$ cat src/rtl/riscv_ex_pkg.sv
// Shared op codes, operand-B select codes and muldiv FSM states for the execute stage.
package riscv_ex_pkg;

  localparam int DEFAULT_XLEN = 32;

  localparam logic [3:0] ACL_ADD   = 4'b0000;
  localparam logic [3:0] ACL_SUB   = 4'b0001;
  localparam logic [3:0] ACL_AND   = 4'b0010;
  localparam logic [3:0] ACL_OR    = 4'b0011;
  localparam logic [3:0] ACL_XOR   = 4'b0100;
  localparam logic [3:0] ACL_SLL   = 4'b0101;
  localparam logic [3:0] ACL_SRL   = 4'b0110;
  localparam logic [3:0] ACL_SRA   = 4'b0111;
  localparam logic [3:0] ACL_SLT   = 4'b1000;
  localparam logic [3:0] ACL_SLTU  = 4'b1001;
  localparam logic [3:0] ACL_RSVD0 = 4'b1010;
  localparam logic [3:0] ACL_RSVD1 = 4'b1011;
  localparam logic [3:0] ACL_MUL   = 4'b1100;
  localparam logic [3:0] ACL_MULHU = 4'b1101;
  localparam logic [3:0] ACL_DIVU  = 4'b1110;
  localparam logic [3:0] ACL_REMU  = 4'b1111;

  localparam logic [1:0] OPB_RS2  = 2'b00;
  localparam logic [1:0] OPB_IMM  = 2'b01;
  localparam logic [1:0] OPB_FOUR = 2'b10;

  typedef enum logic [1:0] {IDLE, BUSY, DONE} mdState_e;

endpackage

$ cat src/rtl/ex_stage_muldiv_iter.sv
// Iterative radix-2 multiply/divide unit: one shift-add or restoring-subtract step per cycle.
module muldiv_iter
  import riscv_ex_pkg::*;
#(
  parameter int XLEN    = DEFAULT_XLEN,
  parameter int MD_ITER = XLEN
) (
  input  logic            clk,
  input  logic            reset,
  input  logic            start_i,
  input  logic            flush_i,
  input  logic [1:0]      op_i,
  input  logic [XLEN-1:0] a_i,
  input  logic [XLEN-1:0] b_i,
  output logic            idle_o,
  output logic            busy_o,
  output logic            done_o,
  output logic [XLEN-1:0] result_o
);

  localparam int CW = $clog2(MD_ITER);
  localparam logic [CW-1:0] LAST = CW'(MD_ITER - 1);

  mdState_e        state_q;
  logic [CW-1:0]   count_q;
  logic [1:0]      op_q;
  logic [XLEN-1:0] hi_q, lo_q, opnd_q;
  logic [XLEN-1:0] hi_d, lo_d;
  logic [XLEN:0]   mulSum, remShift, remDiff;

  // hi/lo hold {product high, multiplier} for multiply and {remainder, quotient} for divide.
  always_comb begin
    mulSum   = {1'b0, hi_q} + (lo_q[0] ? {1'b0, opnd_q} : '0);
    remShift = {hi_q, lo_q[XLEN-1]};
    remDiff  = remShift - {1'b0, opnd_q};
    if (!op_q[1]) begin
      hi_d = mulSum[XLEN:1];
      lo_d = {mulSum[0], lo_q[XLEN-1:1]};
    end else if (!remDiff[XLEN]) begin
      hi_d = remDiff[XLEN-1:0];
      lo_d = {lo_q[XLEN-2:0], 1'b1};
    end else begin
      hi_d = remShift[XLEN-1:0];
      lo_d = {lo_q[XLEN-2:0], 1'b0};
    end
  end

  always_ff @(posedge clk or posedge reset) begin
    if (reset) begin
      state_q <= IDLE;
      count_q <= '0;
      op_q    <= '0;
      hi_q    <= '0;
      lo_q    <= '0;
      opnd_q  <= '0;
    end else if (flush_i) begin
      state_q <= IDLE;
      count_q <= '0;
    end else begin
      unique case (state_q)
        IDLE: begin
          if (start_i) begin
            state_q <= BUSY;
            count_q <= '0;
            op_q    <= op_i;
            hi_q    <= '0;
            lo_q    <= a_i;
            opnd_q  <= b_i;
          end
        end
        BUSY: begin
          hi_q    <= hi_d;
          lo_q    <= lo_d;
          count_q <= count_q + 1'b1;
          if (count_q == LAST) state_q <= DONE;
        end
        DONE:    state_q <= IDLE;
        default: state_q <= IDLE;
      endcase
    end
  end

  // A zero divisor naturally yields an all-ones quotient and the dividend as remainder.
  assign idle_o   = (state_q == IDLE);
  assign busy_o   = (state_q == BUSY);
  assign done_o   = (state_q == DONE);
  assign result_o = op_q[0] ? hi_q : lo_q;

endmodule

$ cat src/rtl/ex_stage.sv
// Execute stage: operand forwarding, single-cycle ALU, iterative muldiv glue and the EX/MEM register.
module ex_stage
  import riscv_ex_pkg::*;
#(
  parameter int XLEN    = DEFAULT_XLEN,
  parameter int MD_ITER = XLEN
) (
  input  logic            clk,
  input  logic            reset,
  input  logic [4:0]      Ex_In_Rs1,
  input  logic [4:0]      Ex_In_Rs2,
  input  logic [XLEN-1:0] Ex_In_Read_Data_1,
  input  logic [XLEN-1:0] Ex_In_Read_Data_2,
  input  logic [XLEN-1:0] Ex_In_Sign_Ex,
  input  logic [3:0]      Ex_In_acl,
  input  logic [1:0]      Ex_In_Read_Data_2_Sel,
  input  logic [1:0]      Ex_In_Output_Select,
  input  logic [4:0]      Ex_In_writereg,
  input  logic            Ex_In_Reg_Write,
  input  logic            Ex_In_MemWrite,
  input  logic            Ex_In_MemRead,
  input  logic [6:0]      Ex_In_opcode,
  input  logic            Wb_Reg_Write,
  input  logic [4:0]      Wb_writereg,
  input  logic [XLEN-1:0] Wb_Data,
  input  logic            Ex_Flush,
  output logic            Ex_Stall,
  output logic [XLEN-1:0] Ex_Mem_Alu_Result,
  output logic [XLEN-1:0] Ex_Mem_Store_Data,
  output logic [4:0]      Ex_Mem_writereg,
  output logic            Ex_Mem_Reg_Write,
  output logic            Ex_Mem_MemWrite,
  output logic            Ex_Mem_MemRead,
  output logic [1:0]      Ex_Mem_Output_Select,
  output logic [6:0]      Ex_Mem_opcode
);

  logic [XLEN-1:0] result_q, storeData_q, result_d;
  logic [4:0]      writereg_q;
  logic            regWrite_q, memWrite_q, memRead_q;
  logic [1:0]      outSel_q;
  logic [6:0]      opcode_q;

  logic [XLEN-1:0] fwdA, fwdB, opB, aluResult, mdResult;
  logic [4:0]      shamt;
  logic            exMemFwd, wbFwd, isMd, mdIdle, mdBusy, mdDone, bubble;

  // EX/MEM beats MEM/WB; a load in EX/MEM has no data yet, so it is never a source.
  always_comb begin
    exMemFwd = regWrite_q && !memRead_q && (writereg_q != 5'd0);
    wbFwd    = Wb_Reg_Write && (Wb_writereg != 5'd0);
    fwdA     = Ex_In_Read_Data_1;
    fwdB     = Ex_In_Read_Data_2;
    if (wbFwd && Wb_writereg == Ex_In_Rs1) fwdA = Wb_Data;
    if (wbFwd && Wb_writereg == Ex_In_Rs2) fwdB = Wb_Data;
    if (exMemFwd && writereg_q == Ex_In_Rs1) fwdA = result_q;
    if (exMemFwd && writereg_q == Ex_In_Rs2) fwdB = result_q;
    unique case (Ex_In_Read_Data_2_Sel)
      OPB_RS2:  opB = fwdB;
      OPB_IMM:  opB = Ex_In_Sign_Ex;
      OPB_FOUR: opB = XLEN'(4);
      default:  opB = fwdB;
    endcase
  end

  always_comb begin
    shamt = opB[4:0];
    unique case (Ex_In_acl)
      ACL_ADD:  aluResult = fwdA + opB;
      ACL_SUB:  aluResult = fwdA - opB;
      ACL_AND:  aluResult = fwdA & opB;
      ACL_OR:   aluResult = fwdA | opB;
      ACL_XOR:  aluResult = fwdA ^ opB;
      ACL_SLL:  aluResult = fwdA << shamt;
      ACL_SRL:  aluResult = fwdA >> shamt;
      ACL_SRA:  aluResult = $unsigned($signed(fwdA) >>> shamt);
      ACL_SLT:  aluResult = {{(XLEN-1){1'b0}}, $signed(fwdA) < $signed(opB)};
      ACL_SLTU: aluResult = {{(XLEN-1){1'b0}}, fwdA < opB};
      ACL_RSVD0, ACL_RSVD1, ACL_MUL, ACL_MULHU, ACL_DIVU, ACL_REMU: aluResult = '0;
      default:  aluResult = '0;
    endcase
  end

  assign isMd = (Ex_In_acl[3:2] == 2'b11);

  muldiv_iter #(.XLEN(XLEN), .MD_ITER(MD_ITER)) u_muldiv (
    .clk      (clk),
    .reset    (reset),
    .start_i  (isMd && !Ex_Flush),
    .flush_i  (Ex_Flush),
    .op_i     (Ex_In_acl[1:0]),
    .a_i      (fwdA),
    .b_i      (opB),
    .idle_o   (mdIdle),
    .busy_o   (mdBusy),
    .done_o   (mdDone),
    .result_o (mdResult)
  );

  // The held instruction's own control is written only on the DONE cycle; earlier cycles are bubbles.
  assign Ex_Stall = !reset && !Ex_Flush && ((isMd && mdIdle) || mdBusy);
  assign bubble   = Ex_Flush || Ex_Stall;
  assign result_d = mdDone ? mdResult : aluResult;

  always_ff @(posedge clk or posedge reset) begin
    if (reset) begin
      result_q    <= '0;
      storeData_q <= '0;
      writereg_q  <= '0;
      regWrite_q  <= 1'b0;
      memWrite_q  <= 1'b0;
      memRead_q   <= 1'b0;
      outSel_q    <= '0;
      opcode_q    <= '0;
    end else begin
      result_q    <= result_d;
      storeData_q <= fwdB;
      writereg_q  <= Ex_In_writereg;
      regWrite_q  <= Ex_In_Reg_Write && !bubble;
      memWrite_q  <= Ex_In_MemWrite && !bubble;
      memRead_q   <= Ex_In_MemRead && !bubble;
      outSel_q    <= Ex_In_Output_Select;
      opcode_q    <= Ex_In_opcode;
    end
  end

  assign Ex_Mem_Alu_Result    = result_q;
  assign Ex_Mem_Store_Data    = storeData_q;
  assign Ex_Mem_writereg      = writereg_q;
  assign Ex_Mem_Reg_Write     = regWrite_q;
  assign Ex_Mem_MemWrite      = memWrite_q;
  assign Ex_Mem_MemRead       = memRead_q;
  assign Ex_Mem_Output_Select = outSel_q;
  assign Ex_Mem_opcode        = opcode_q;

endmodule

$ cat config.mk
export PLATFORM = sky130hd
export DESIGN_NAME = ex_stage
export DESIGN_NICKNAME = d
export VERILOG_FILES = /design/src/rtl/riscv_ex_pkg.sv /design/src/rtl/ex_stage_muldiv_iter.sv /design/src/rtl/ex_stage.sv
export SDC_FILE = /design/constraint.sdc
export NUM_CORES = 1
export LEC_CHECK = 0
export ABC_AREA = 1
export CAP_MARGIN = 10
export CORE_MARGIN = 1.5
export CORE_UTILIZATION = 43
export CTS_BUF_LIST = sky130_fd_sc_hd__clkbuf_16
export CTS_CLUSTER_DIAMETER = 40
export CTS_CLUSTER_SIZE = 8
export DETAILED_ROUTE_END_ITERATION = 10
export PLACE_DENSITY = 0.63
export RECOVER_POWER = 25
export SKIP_CTS_REPAIR_TIMING = 1
export SLEW_MARGIN = 20
export SYNTH_ARGS = -nofsm -noshare
export SYNTH_HDL_FRONTEND = slang
export SYNTH_SLANG_ARGS = --single-unit
$ cat constraint.sdc
create_clock -name clk -period 9.39 [get_ports clk]
set_input_delay 2.3475 -clock clk [delete_from_list [all_inputs] [get_ports clk]]
set_output_delay 2.3475 -clock clk [all_outputs]
set_load 0.02 [all_outputs]
==> results by group, run 1 <==
GRT
  – Largest net degree at the start of global routing: between 100 and 150
  – GR Util met2: 0.617
  – Vias in the first global route: 24980
  – First-pass GRT wire length: between 150000 and 200000 um
  – Met1 usage: 0.509
  – Met3 GRT Util: 0.0841
  – Initial antenna violation count: 5
  – Gr usage total: 0.394
  – GRT overflow: 0
  – Layer with the highest usage: met2

Route
  – WL final: 108000 um
  – DRT Pass-1 Iters: 6
  – DRC Markers: 0
  – Number of vias per cell: 5.80
  – Via count: about 26000
  – Post-DRT Antenna Nets: 0
  – Wire per inst: 23.7 um
  – Initial DRC count: about 3200

Die
  – Chip Width: 234 um
  – Die area: around 55000 sq um
  – FP Rows: 84
  – Placeable Area: roughly 53000 sq um
  – Initial Util: 0.436
  – Die Height: about 230 um
  – I/O Pins: 252

Timing
  – Layout Skew: 0.0178 ns
  – Setup violators final: 0
  – Slew Viols, Final: between 100 and 150
  – Achievable Freq: between 0.1 and 0.15 GHz
  – Hold Violations, Final: 0
  – Worst-Margin Slew: approximately 5.0 ns
  – Slew HR: -2.35
  – RSZ-0062 raised after global routing: false
  – Worst Setup Slack, final: 1.63 ns
  – Min cycle time layout: 7.76 ns
  – Total negative slack: 0 ns
  – Period utilization: 0.826

Synthesis
  – Post-Synth Simple-Gate Area: 0.340
  – Mapped Nets: a little over 4000
  – XOR/XNOR Fraction of Synth Area: 0.0348
  – Adder-Cell Fraction of Synth Area: 0.0937
  – Library cells used by synthesis: 62
  – Mapped Cells: between 3000 and 4000
  – Post-synthesis register bit count: approximately 190
  – Seq/Total Area, Yosys: 0.203
  – Synth warnings: 0
  – Multiplexer share of the synthesized area: 0
  – Compound-Gate Fraction of Synth Area: 0.203
  – Synthesized area per cell: between 6 and 7 sq um
  – Mapped Area: approximately 23000 sq um
  – Main combinational cell family by area after synthesis: simple AND/OR/NAND/NOR gates

Critical path
  – Worst EP arrival: roughly 8.2 ns
  – Worst path top cell family by delay: simple AND/OR/NAND/NOR gates
  – Worst path bufs/invs: 3
  – Most used cell, CP: nand2_1
  – Crit-path max cell delay: roughly 0.71 ns
  – Slowest cell on the critical path: a31oi_1
  – Worst setup SP type: primary input
  – CP endpoint kind: register
  – Worst Path Required: 9.86 ns
  – Critical path peak fanout: 36
  – Kind of critical path: primary input to register

Clock tree
  – Clock tree sinks: roughly 190
  – Clock Pin Slew Worst Setup and Hold Paths: 0.10 ns
  – Root buf cell: clkbuf_16
  – CTS Buffer Depth: 2
  – Cts bufs inserted: 17
  – Clock Latency Late Sink: between 0.5 and 0.6 ns
  – H-tree level count: 4
  – CTS tree: yes

Place
  – PortBufs: ~250
  – Dpl hpwl: roughly 85000 um
  – Routability cong.: around 1.0
  – Placement Setup Slack: around 1.3 ns
  – Placed cell area: 25600 sq um

Pwr
  – Cell area power density: around 200 nW/um^2
  – VDD IR max: about 0.19 mV
  – Total Power: slightly above 0.005 W
  – Leakage power: roughly 13 nW

Run
  – Max Cap Viol: 1

Run status
  – Run status: complete, but fails checks
  – Failing checks: max-capacitance violations, max-slew violations

Final layout
  – Nets: about 4200
  – Fillcell total: roughly 5600
  – Layout area overhead: 14.9%
  – Fin util: 0.500
  – Share of layout cells above drive strength 1: 0.0496
  – Finished Cell Area: between 20000 and 30000 sq um

Min path
  – HP Class: register to register
## per-stage QoR
step	hold WS, ns	instances
final	0.461	4565
after global routing	0.502	4563
after global placement	0.441	4526
after floorplan	0.424	3737
after CTS	0.458	4558
after detailed placement	0.445	4526
## layout make-up
class / instances / area, sq um / area share
Antenna cell: 7 / 17.5 / 0.000666
Inverter: 505 / 1900 / 0.0723
Clock buffer: 17 / 425 / 0.0162
Multi-Input combinational cell: 2854 / 15400 / 0.585
Timing Repair Buffer: 293 / 2830 / 0.108
Sequential cell: 186 / 4660 / 0.177
Clock inverter: 15 / 211 / 0.00804
Tap cell: 688 / 861 / 0.0327
## metal layers
metal / vias up / share of wire
met4: 0 / 0.055
met1: 12424 / 0.42
met3: 221 / 0.091
met2: 1243 / 0.44
li1: 12589 / -
met5: - / 0
## synthesized netlist by cell type (all sizes together)
| library cell | n | area share |
|---|---|---|
| o211ai | 52 | 0.018 |
| nand3 | 465 | 0.11 |
| nor3 | 24 | 0.0057 |
| o311ai | 1 | 0.00038 |
| xor2 | 73 | 0.028 |
| xnor2 | 18 | 0.0069 |
| o32ai | 1 | 0.00038 |
| a21o | 7 | 0.0023 |
| nor2 | 243 | 0.041 |
| clkinv | 1 | 0.00016 |
| o21a | 18 | 0.0059 |
| o2111ai | 12 | 0.0046 |
| clkbuf | 99 | 0.016 |
| a2111oi | 1 | 0.00038 |
| o221a | 1 | 0.00049 |
| o221ai | 7 | 0.0027 |
| inv | 504 | 0.083 |
| a22oi | 1 | 0.00033 |
| o22ai | 20 | 0.0055 |
| o31ai | 2 | 0.00066 |
| a31o | 1 | 0.00038 |
| o21bai | 10 | 0.0033 |
| nand4 | 27 | 0.0074 |
| nand3b | 6 | 0.0020 |
| a211oi | 8 | 0.0026 |
| fa | 4 | 0.0035 |
| nor3b | 1 | 0.00033 |
| a21oi | 263 | 0.058 |
| a211o | 1 | 0.00038 |
| a41o | 1 | 0.00044 |
| a221oi | 12 | 0.0046 |
| ha | 165 | 0.090 |
| nand2 | 992 | 0.17 |
| a31oi | 72 | 0.020 |
| and2 | 4 | 0.0011 |
| a311oi | 1 | 0.00038 |
| buf | 93 | 0.026 |
| or2 | 16 | 0.0044 |
| dfrtp | 186 | 0.20 |
| o211a | 1 | 0.00044 |
| o21ai | 310 | 0.069 |
| a21boi | 5 | 0.0016 |
| nor4 | 8 | 0.0022 |
## worst reg2reg max path, delay by kind of cell, from the launching register on
| kind | cells | cell delay (ns) |
|---|---|---|
| buf+inv | 4 | 0.54 |
| xor+xnor | 1 | 0.18 |
| flops | 1 | 0.46 |
| fa+ha+maj | 2 | 0.50 |
| compound gates | 2 | 0.41 |
| simple gates | 21 | 3.41 |
## layout by cell type (no fill, tap or decap), types with 17 or more instances in the layout
master and count:
o21a_1 18, ha_1 165, o22ai_1 20, nand2_1 970
nor3_1 22, dfrtp_1 185, xnor2_1 18, inv_2 18
a31oi_1 71, o211ai_1 46, clkdlybuf4s50_1 235, clkbuf_16 17
xor2_1 73, nand3_1 434, o21ai_1 29, a21oi_1 263
nand3_2 29, inv_1 483, o21ai_0 272, nor2_1 231
buf_4 42, nand4_1 27
## power by group
part	switching (W)	internal [W]	leakage (nW)	total [W]
Combinational	0.00211	0.00107	10.7	0.00317
Clock	0.000451	0.000372	0.304	0.000823
Sequential	0.000208	0.000969	2.29	0.00118
Total	0.00276	0.00241	13.3	0.00517
## path summary, 6_finish.rpt
path / slack, ns / end / startpoint / cells past startpoint
max in group asynchronous: 1.89 / u_muldiv.op_q[1] / reset / 2
min in group asynchronous: 4.25 / u_muldiv.count_q[4] / reset / 2
worst min register to register: 0.46 / u_muldiv.count_q[2] / u_muldiv.count_q[2] / 1
worst min-delay path: 0.46 / u_muldiv.count_q[2] / u_muldiv.count_q[2] / 1
worst max register to register: 3.75 / Ex_Mem_Alu_Result[0] / Ex_Mem_writereg[3] / 30
worst max-delay path: 1.63 / Ex_Mem_Alu_Result[30] / Wb_writereg[4] / 25
## cells by family (layout without fill, tap and decap cells)
kind of cell,Yosys count,after routing
AO/OA/AOI/OAI,808,808
AND/OR/NAND/NOR,1786,1786
adder cells (fa/ha/maj),169,169
other,0,7
flip-flops,186,186
XOR/XNOR,91,91
buffers and inverters,697,830
## state kept, by name, indices dropped and copies added, names as in the netlist
register              flops
Ex_Mem_MemWrite           1
u_muldiv.opnd_q          32
Ex_Mem_writereg           5
Ex_Mem_Alu_Result        32
Ex_Mem_Output_Select      2
Ex_Mem_Reg_Write          1
u_muldiv.op_q             2
u_muldiv.state_q          2
u_muldiv.hi_q            32
Ex_Mem_MemRead            1
Ex_Mem_Store_Data        32
u_muldiv.count_q          5
u_muldiv.lo_q            32
Ex_Mem_opcode             7
(Power assumes the default switching activity.)
==> inputs of run 2 (changes only) <==
PLACE_DENSITY = 0.65   (was 0.63)
clock period = 6.35 ns   (was 9.39 ns; I/O delays follow)
==> run 2 against run 1 <==
Against the previous run:
- the run still ends with max-capacitance violations, max-slew violations left
- critical path type unchanged
- flip-flop and latch count did not move
- worst hold slack improved by 0.0012 ns
- first-iteration DRC count rose by 4.1%
- combinational power rose by 55%
==> results by group, run 2 (synthesized netlist as in run 1, its figures left out) <==
Run status
  – Run status: complete, but fails checks
  – Failing checks: max-capacitance violations, max-slew violations

Clock tree
  – CTS tree: yes
  – Clock Pin Slew Worst Setup and Hold Paths: approximately 0.08 ns
  – Root buf cell: clkbuf_16
  – Clock tree sinks: approximately 190
  – CTS Buffer Depth: 2
  – Cts bufs inserted: 17
  – H-tree level count: 4
  – Clock Latency Late Sink: 0.51 ns

Critical path
  – CP endpoint kind: register
  – Critical path peak fanout: 33
  – Worst Reg2Reg Path Length in Cells: 24
  – Worst EP arrival: 6.39 ns
  – Cell count along the critical path: 25
  – Slowest cell on the critical path: clkdlybuf4s50_1
  – Most used cell, CP: nand2_1
  – Worst Path Required: about 6.7 ns
  – Worst setup SP type: primary input
  – Crit-path max cell delay: between 0.5 and 0.6 ns
  – Kind of critical path: primary input to register
  – Worst path top cell family by delay: compound AO/OA/AOI/OAI gates
  – Worst path bufs/invs: 5

Place
  – Placed Cells: about 4700
  – PortBufs: around 250
  – Dpl hpwl: approximately 91000 um
  – Routability cong.: ~1.1

Route
  – Number of vias per cell: a little under 6
  – Initial DRC count: 3343
  – DR top layer: met5
  – Wire per inst: about 24 um
  – DRC Markers: 0
  – Post-DRT Antenna Nets: 0
  – WL met3: just under 10000 um
  – DR WL met2: 48600 um
  – DRT met1 WL: approximately 47000 um
  – DRT Pass-1 Iters: 6
  – WL final: 112000 um
  – Via count: approximately 27000

Die
  – I/O Pins: about 250
  – Chip Width: roughly 230 um
  – Die area: about 55000 sq um
  – FP Rows: between 80 and 90
  – Die Height: around 230 um
  – Initial Util: 0.436
  – Placeable Area: 52600 sq um

Pwr
  – Cell area power density: ~280 nW/um^2
  – VDD IR max: about 0.27 mV
  – Leakage power: approximately 14 nW

GRT
  – First-pass GRT wire length: approximately 160000 um
  – Gr usage total: 0.408
  – GRT overflow: 0
  – Vias in the first global route: approximately 26000
  – Initial antenna violation count: 4
  – Largest net degree at the start of global routing: between 100 and 150

Timing
  – Hold Violations, Final: 0
  – Achievable Freq: around 0.17 GHz
  – RSZ-0062 raised after global routing: false
  – Layout Skew: 0.0141 ns
  – Slew HR: -0.926
  – Setup violators final: 0
  – Total negative slack: 0 ns
  – Min cycle time layout: ~6 ns
  – Worst-Margin Slew: roughly 2.9 ns
  – Slew Viols, Final: 109
  – Period utilization: 0.948

Final layout
  – Layout area overhead: 19.7%
  – Fin cells: ~4700
  – Share of layout cells above drive strength 1: 0.0849
  – Most frequent cells in the layout: 970 x nand2_1, 482 x inv_1, 434 x nand3_1
  – Nets: between 4000 and 5000
  – Fin util: 0.521
  – Commonest non-fill, non-tap cell in the layout: nand2_1

Min path
  – HP Class: register to register
  – Hold depth: 1

Run
  – Max Cap Viol: 1
==> run 2: worst reg2reg max path: cells and delay by family (launching register included) <==
kind / cells / cell delay (ns)
AOI/OAI and AO/OA: 7 / 1.67
buffers and inverters: 4 / 0.78
and+or+nand+nor: 11 / 1.32
xor gates and xnor gates: 1 / 0.17
adders and majority gates: 1 / 0.35
DFF: 1 / 0.45
==> run 2: report_power, final <==
group	total [W]	switching [W]	leakage [nW]	internal, W
clock network	0.00118	0.000614	0.297	0.000564
registers	0.00173	0.000294	2.29	0.00143
logic	0.00490	0.00320	11.4	0.00170
==> run 2: per-layer routing <==
metal | vias up | global-route usage
met3 | 238 | 0.0764
met4 | 2 | 0.210
met1 | 12745 | 0.541
met5 | - | 0
li1 | 12882 | -
met2 | 1369 | 0.631
==> run 2: path summary, 6_finish.rpt <==
kind                                     startpoint  slack, ns                    end
worst max-delay path                 Wb_writereg[0]       0.33  Ex_Mem_Alu_Result[29]
worst min-delay path            u_muldiv.count_q[2]       0.46    u_muldiv.count_q[2]
worst max register to register   Ex_Mem_writereg[0]       1.48  Ex_Mem_Alu_Result[29]
worst min register to register  u_muldiv.count_q[2]       0.46    u_muldiv.count_q[2]
max in group asynchronous                     reset       1.11       u_muldiv.op_q[1]
min in group asynchronous                     reset       1.74      u_muldiv.lo_q[12]
==> run 2: area by class of cell <==
cell class                      count  area [sq um]
Multi-Input combinational cell   2854         15400
Tap cell                          688           861
Antenna cell                        3          7.51
Inverter                          505          1900
Timing Repair Buffer              441          3960
Clock buffer                       17           425
Clock inverter                     15           181
Sequential cell                   186          4660
Fill cell                        5646         25200
==> run 2: metrics by stage <==
stage               power, W  cell area [sq um]  setup slack (ns)  hold slack (ns)
detailed placement   0.00652              26800            -0.222            0.448
global placement     0.00654              26800            -0.135            0.439
floorplan            0.00493              22900              1.22            0.424
global route         0.00838              27400            0.0705            0.502
CTS                  0.00773              27400             0.318            0.458
finish               0.00781              27400             0.331            0.462
